$ cat config.mk
export PLATFORM = sky130hd
export DESIGN_NAME = ring_osc_meter
export DESIGN_NICKNAME = d
export VERILOG_FILES = /design/src/rtl/ring_osc_pkg.sv /design/src/rtl/ring_osc_sync.sv /design/src/rtl/ring_osc_meter.sv
export SDC_FILE = /design/constraint.sdc
export NUM_CORES = 1
export LEC_CHECK = 0
export CAP_MARGIN = 20
export CORE_UTILIZATION = 45
export CTS_CLUSTER_DIAMETER = 50
export DETAILED_ROUTE_END_ITERATION = 7
export PLACE_DENSITY = 0.67
export RECOVER_POWER = 50
export SYNTH_ARGS = -nofsm -noshare
export SYNTH_HDL_FRONTEND = slang
export SYNTH_SLANG_ARGS = --single-unit
$ cat constraint.sdc
create_clock -name clk -period 2.7 [get_ports clk]
set_input_delay 0.405 -clock clk [delete_from_list [all_inputs] [get_ports clk]]
set_output_delay 0.405 -clock clk [all_outputs]
set_load 0.02 [all_outputs]
$ cat src/rtl/ring_osc_pkg.sv
// ring_osc_pkg: FSM state type, default parameters and saturating increment shared by the ring oscillator meter
package ring_osc_pkg;
  typedef enum logic [1:0] {IDLE, SETTLE, MEASURE, DONE} state_t;
  localparam int DEF_NUM_RINGS   = 4;
  localparam int DEF_CNT_W       = 16;
  localparam int DEF_GATE_W      = 16;
  localparam int DEF_SETTLE_CYC  = 8;
  localparam int DEF_SYNC_STAGES = 2;
  function automatic logic [31:0] sat_inc(input logic [31:0] v, input logic [31:0] max);
    return (v == max) ? v : v + 32'd1;
  endfunction
endpackage

$ cat src/rtl/ring_osc_sync.sv
// ring_osc_sync: synchroniser chain for one asynchronous ring signal with a rising-edge pulse (d_i async in, rise_o one-cycle pulse)
module ring_osc_sync #(
  parameter int SYNC_STAGES = 2
) (
  input  logic clk,
  input  logic rst_n,
  input  logic d_i,
  output logic rise_o
);
  logic [SYNC_STAGES-1:0] sync_q;
  always_ff @(posedge clk)
    sync_q <= !rst_n ? '0 : {sync_q[SYNC_STAGES-2:0], d_i};
  // newest of the last two stages high while the older one is still low
  assign rise_o = sync_q[SYNC_STAGES-2] & ~sync_q[SYNC_STAGES-1];
endmodule

$ cat src/rtl/ring_osc_meter.sv
// ring_osc_meter: enables one ring, counts its synchronised rising edges over gate_len clk cycles (clk/rst_n/ena, ring_in->ring_en, sel/gate_len/start -> busy/done/count/overflow; RING_OSC_METER_CONT_EN adds cont)
module ring_osc_meter
  import ring_osc_pkg::*;
#(
  parameter int NUM_RINGS   = DEF_NUM_RINGS,
  parameter int CNT_W       = DEF_CNT_W,
  parameter int GATE_W      = DEF_GATE_W,
  parameter int SETTLE_CYC  = DEF_SETTLE_CYC,
  parameter int SYNC_STAGES = DEF_SYNC_STAGES
) (
  input  logic                         clk,
  input  logic                         rst_n,
  input  logic                         ena,
  input  logic [NUM_RINGS-1:0]         ring_in,
  output logic [NUM_RINGS-1:0]         ring_en,
  input  logic [$clog2(NUM_RINGS)-1:0] sel,
  input  logic [GATE_W-1:0]            gate_len,
  input  logic                         start,
`ifdef RING_OSC_METER_CONT_EN
  input  logic                         cont,
`endif
  output logic                         busy,
  output logic                         done,
  output logic [CNT_W-1:0]             count,
  output logic                         overflow
);
  localparam int SW = $clog2(NUM_RINGS);
  localparam int TW = (GATE_W > $clog2(SETTLE_CYC + 1)) ? GATE_W : $clog2(SETTLE_CYC + 1);
  state_t st_q, st_d;
  logic [SW-1:0] sel_q, sel_d;
  logic [GATE_W-1:0] gate_q, gate_d;
  logic [TW-1:0] tmr_q, tmr_d;
  logic [CNT_W-1:0] cnt_q, cnt_d, count_q, count_d;
  logic ovf_q, ovf_d, overflow_q, overflow_d;
  logic in_range, ring_mux, rise, cont_w;
`ifdef RING_OSC_METER_CONT_EN
  assign cont_w = cont;
`else
  assign cont_w = 1'b0;
`endif
  // an out-of-range select behaves like a silent ring
  assign in_range = 32'(sel_q) < NUM_RINGS;
  assign ring_mux = in_range ? ring_in[sel_q] : 1'b0;
  ring_osc_sync #(.SYNC_STAGES(SYNC_STAGES)) u_sync (
    .clk   (clk),
    .rst_n (rst_n),
    .d_i   (ring_mux),
    .rise_o(rise)
  );
  always_comb begin
    st_d       = st_q;
    sel_d      = sel_q;
    gate_d     = gate_q;
    tmr_d      = tmr_q;
    cnt_d      = cnt_q;
    ovf_d      = ovf_q;
    count_d    = count_q;
    overflow_d = overflow_q;
    if (!ena) st_d = IDLE;
    else begin
      case (st_q)
        IDLE: if (start) begin
          st_d   = SETTLE;
          sel_d  = sel;
          gate_d = gate_len;
          tmr_d  = TW'(SETTLE_CYC - 1);
        end
        SETTLE: begin
          cnt_d = '0;
          ovf_d = 1'b0;
          st_d  = (tmr_q != '0) ? SETTLE : (gate_q == '0) ? DONE : MEASURE;
          tmr_d = (tmr_q != '0) ? tmr_q - TW'(1) : TW'(gate_q) - TW'(1);
        end
        MEASURE: begin
          cnt_d = rise ? CNT_W'(sat_inc(32'(cnt_q), 32'({CNT_W{1'b1}}))) : cnt_q;
          ovf_d = ovf_q | (rise & (cnt_q == '1));
          st_d  = (tmr_q == '0) ? DONE : MEASURE;
          tmr_d = tmr_q - TW'(1);
        end
        default: begin
          st_d  = cont_w ? SETTLE : IDLE;
          tmr_d = TW'(SETTLE_CYC - 1);
        end
      endcase
      // result is captured on entry to DONE so it is valid while done is high
      if (st_q != DONE && st_d == DONE) begin
        count_d    = cnt_d;
        overflow_d = ovf_d;
      end
    end
  end
  always_ff @(posedge clk) begin
    if (!rst_n) begin
      st_q       <= IDLE;
      sel_q      <= '0;
      gate_q     <= '0;
      tmr_q      <= '0;
      cnt_q      <= '0;
      ovf_q      <= 1'b0;
      count_q    <= '0;
      overflow_q <= 1'b0;
    end else begin
      st_q       <= st_d;
      sel_q      <= sel_d;
      gate_q     <= gate_d;
      tmr_q      <= tmr_d;
      cnt_q      <= cnt_d;
      ovf_q      <= ovf_d;
      count_q    <= count_d;
      overflow_q <= overflow_d;
    end
  end
  assign busy     = (st_q == SETTLE) || (st_q == MEASURE);
  assign done     = st_q == DONE;
  assign ring_en  = (st_q != IDLE && in_range) ? NUM_RINGS'(1) << sel_q : '0;
  assign count    = count_q;
  assign overflow = overflow_q;
endmodule
==> out/results.txt <==
The tree built by TritonCTS fans out to 72 sinks. The latest clock arrival within the worst-skew pair was 0.35 ns. The final clock period utilization by the worst path came out at 91.6%. The synthesized design contains 72 register bits. The final-report hold violation count is 0. For the number of setup violations in the final report, the log shows 0. Combinational logic is responsible for 17.2% of the overall power. The number of nets with antenna violations after routing is 0, and the number of flops mapped to enable cells by yosys is 0.

Summed over all nets, the switching power comes to 0.744 mW. The count of synthesis-stage warnings from yosys was 0. For the remaining max-slew budget at the tightest pin, the log shows 57.5%. The worst setup path is of the reg2reg kind. The tools report the number of iterations in the first detailed-routing pass as 5. The number of global-route vias before repair came out at 3,386. For the post-cts sizing count, the log shows 0.

The H-tree generated during clock tree synthesis spans 3 levels. Registers are responsible for 45.4% of the overall power. The tools report the root cell of the clock tree as sky130_fd_sc_hd__clkbuf_8. Once the floorplan was initialized, standard cells occupied 46.1% of the core. The initial antenna violation count is 0. In the final timing run, aggregate negative setup slack is 0 ns.

The final global-route overflow total was 0; the fraction of post-synthesis cell area in the top cell type by area was 36.0%. For flop-to-flop paths, the worst setup slack is 0.23 ns. For the count of final max-slew check failures, the log shows 0. Setup repair after global routing left no endpoint under its margin.

The worst-case vdd ir drop was 0.289 mV. Type of the worst min-delay path: reg2reg. After layout, the worst setup slack is 0.225 ns. For this run, the top clock speed supported by timing is 404 MHz.

The run finished with clean final reports. Buffers inserted during clock tree synthesis total 9. The post-detailed-route wirelength per cell came out at 15.6 um. Sorting the synthesized cells by area gives the leading types as sky130_fd_sc_hd__dfxtp_1, sky130_fd_sc_hd__nand2_1, sky130_fd_sc_hd__a21oi_1. After the first detailed-routing iteration, the DRC count stood at 301.

The run gives 3,870 as the via total after detailed routing. The global placement routability congestion came out at 0.922. At the placement stage, the worst setup path has a slack of 0.256 ns.

Net switching is 30.1% of the power. From synthesis to final layout, the design area changed by 19.4%. The cell count after synthesis came out at 514.

The pin count of the biggest net entering global routing is 35, and the clock group share of total power is 37.3%. The run gives 9280 um^2 as the die footprint. The clock passes through at most 2 buffers.

The height of the die works out to 96.3 um. Cell with the largest stage delay on the worst path: sky130_fd_sc_hd__or4_1. The ratio of cells with drive above 1 in the final layout works out to 7.31%. Across every metal layer, demand over resource in global routing totals 23.9%. Post-layout utilization of the core: 55.1%. For this run, design rule violations remaining after detail routing come to 0. The number of post-CTS setup repair buffers is 0, and the row count is 34. Standard cell core area: 8680 um^2. The count of input and output buffers is 48, and the first-pass GRT wire length is 17,000 um. The horizontal die dimension was 96.3 um. The clock arrives with 0.0128 ns of skew. In the routed layout, each cell is associated on average with a via count of 5.78. The worst setup path is captured at a register. Biggest area consumer among synthesized cells: sky130_fd_sc_hd__dfxtp_1. Dividing total power by cell area gives a power density of 517 nW/um^2. The logs give 549 for the net count after synthesis and 10,400 um for the wire length after detailed routing. The number of buffer and inverter instances along the worst setup path came out at 0. Summing every instance area after synthesis gives 4000 um^2.

Traced cell by cell, the critical path runs through ha_1 > nand3_1 > or4_1 > or4_1 > nand2_1 > nand3_1 > o21ai_1. For the worst setup path, the data required time is 2.99 ns. In this run the count of I/O pins placed on the die edge is 49. The worst path in the final design needs a cycle of 2.47 ns, including I/O delays and setup. For the count of inserted antenna diode cells, the log shows 0. The static power due to leakage is 1.88 nW.

The mean instance size in the synthesized netlist was 7.79 um^2. The delay of the slowest cell on the worst path was 0.61 ns; the half-perimeter wire length after placement was 7640 um. The worst path arrival time is 2.77 ns, and the fraction of synthesis flops using an asynchronous set or reset pin is 0%.

For this run, the post-layout net count is 591. In this run the worst path has a maximum fanout of 11. The run gives 2.47 mW as the sum of internal, switching and leakage power. The prevailing post-synth register cell is sky130_fd_sc_hd__dfxtp_1. TritonCTS built the clock tree.

The worst setup path is launched from a register. Clock-pin transition on the worst setup and hold timing paths: 0.09 ns. The netlist uses 62 different library cells. The cell-internal power came out at 1.73 mW.

The logs give 0 for the number of hold buffers added after cts and 0 for the number of maximum-capacitance constraint violations. The dominant delay contributor by cell family on the critical path was simple AND/OR/NAND/NOR gates. Summing the sequential cell areas from Yosys gives 36.0% of the chip area. At the pin with the least slew margin, the transition time is 0.635 ns.
worst min-delay path: cells and delay by family, from the launching register on:
family,cells,cell delay [ns]
and+or+nand+nor,1,0.05
DFF,1,0.32
AOI/OAI and AO/OA,1,0.05
worst paths after layout:
path	startpoint	end	depth (start not counted)
setup / recovery	cnt_q[0]$_SDFFE_PN0P_	count[10]$_SDFFE_PN0P_	7
hold / removal	count[14]$_SDFFE_PN0P_	count[14]$_SDFFE_PN0P_	2
setup reg to reg	cnt_q[0]$_SDFFE_PN0P_	count[10]$_SDFFE_PN0P_	7
hold reg to reg	count[14]$_SDFFE_PN0P_	count[14]$_SDFFE_PN0P_	2
cells in the mapped netlist (11+ instances only):
master and number:
sky130_fd_sc_hd__nand4_1 12, sky130_fd_sc_hd__nand3_1 23, sky130_fd_sc_hd__or4_1 11, sky130_fd_sc_hd__inv_1 14, sky130_fd_sc_hd__nor3_1 16, sky130_fd_sc_hd__nand2_1 78
sky130_fd_sc_hd__o21ai_0 29, sky130_fd_sc_hd__clkbuf_1 19, sky130_fd_sc_hd__dfxtp_1 72, sky130_fd_sc_hd__xnor2_1 11, sky130_fd_sc_hd__nor2_1 44, sky130_fd_sc_hd__a21oi_1 48
power by group through the flow:
stage | Clock [mW] | Combinational [mW] | Sequential [mW]
final | 0.923 | 0.426 | 1.12
after global routing | 1.00 | 0.472 | 1.13
after CTS | 0.946 | 0.426 | 1.12
after detailed placement | 0 | 0.425 | 1.15
after global placement | 0 | 0.420 | 1.15
after floorplan | 0 | 0.300 | 1.14
cell type report:
type,instances,area (um^2)
repair buffers,61,574
multi-input cells,398,2370
clock inverters,6,72.6
well taps,108,135
inverters,14,52.6
clock buffers,10,138
fillers,875,3900
flip-flops and latches,72,1440
layer usage:
layer	vias up	part of all wire [%]	global-route usage [%]
met4	0	1.1	6.13
met5	-	0	0
met1	1779	53	37.5
met2	131	40	32.7
met3	13	5.4	4.11
li1	1947	-	-
registers in the layout, indices dropped and copies added, names as in the netlist:
signal         cells
cnt_q             16
count             16
gate_q            16
overflow           1
ovf_q              1
sel_q              2
st_q               2
tmr_q             16
u_sync.sync_q      2
per-stage QoR:
stage | cell area [um^2] | instances | hold slack, ns
final | 4780 | 669 | 0.449
after global routing | 4780 | 669 | 0.472
after CTS | 4790 | 669 | 0.456
after detailed placement | 4580 | 653 | 0.444
after global placement | 4580 | 653 | 0.438
after floorplan | 4000 | 514 | 0.442
cells by family after synthesis:
| kind of cell | count (synthesis) | share of synthesized area (%) |
|---|---|---|
| AND/OR/NAND/NOR | 235 | 30.6 |
| multiplexers | 7 | 2.06 |
| XOR/XNOR | 17 | 3.72 |
| buffers and inverters | 44 | 4.72 |
| adder cells (fa/ha/maj) | 9 | 2.81 |
| flip-flops | 72 | 36.0 |
| AO/OA/AOI/OAI | 130 | 20.1 |
cells in the final DEF (no fill, tap or decap), drive strengths merged, types with 17 or more instances in the layout:
cell type	Yosys	routed
nor3	17	17
nor2	44	44
o21ai	34	34
dlygate4sd3	0	19
nand2	78	78
inv	14	18
clkdlybuf4s50	0	29
dfxtp	72	72
nand3	24	24
a21oi	49	49
No activity file was read; power rests on OpenSTA's default activity.
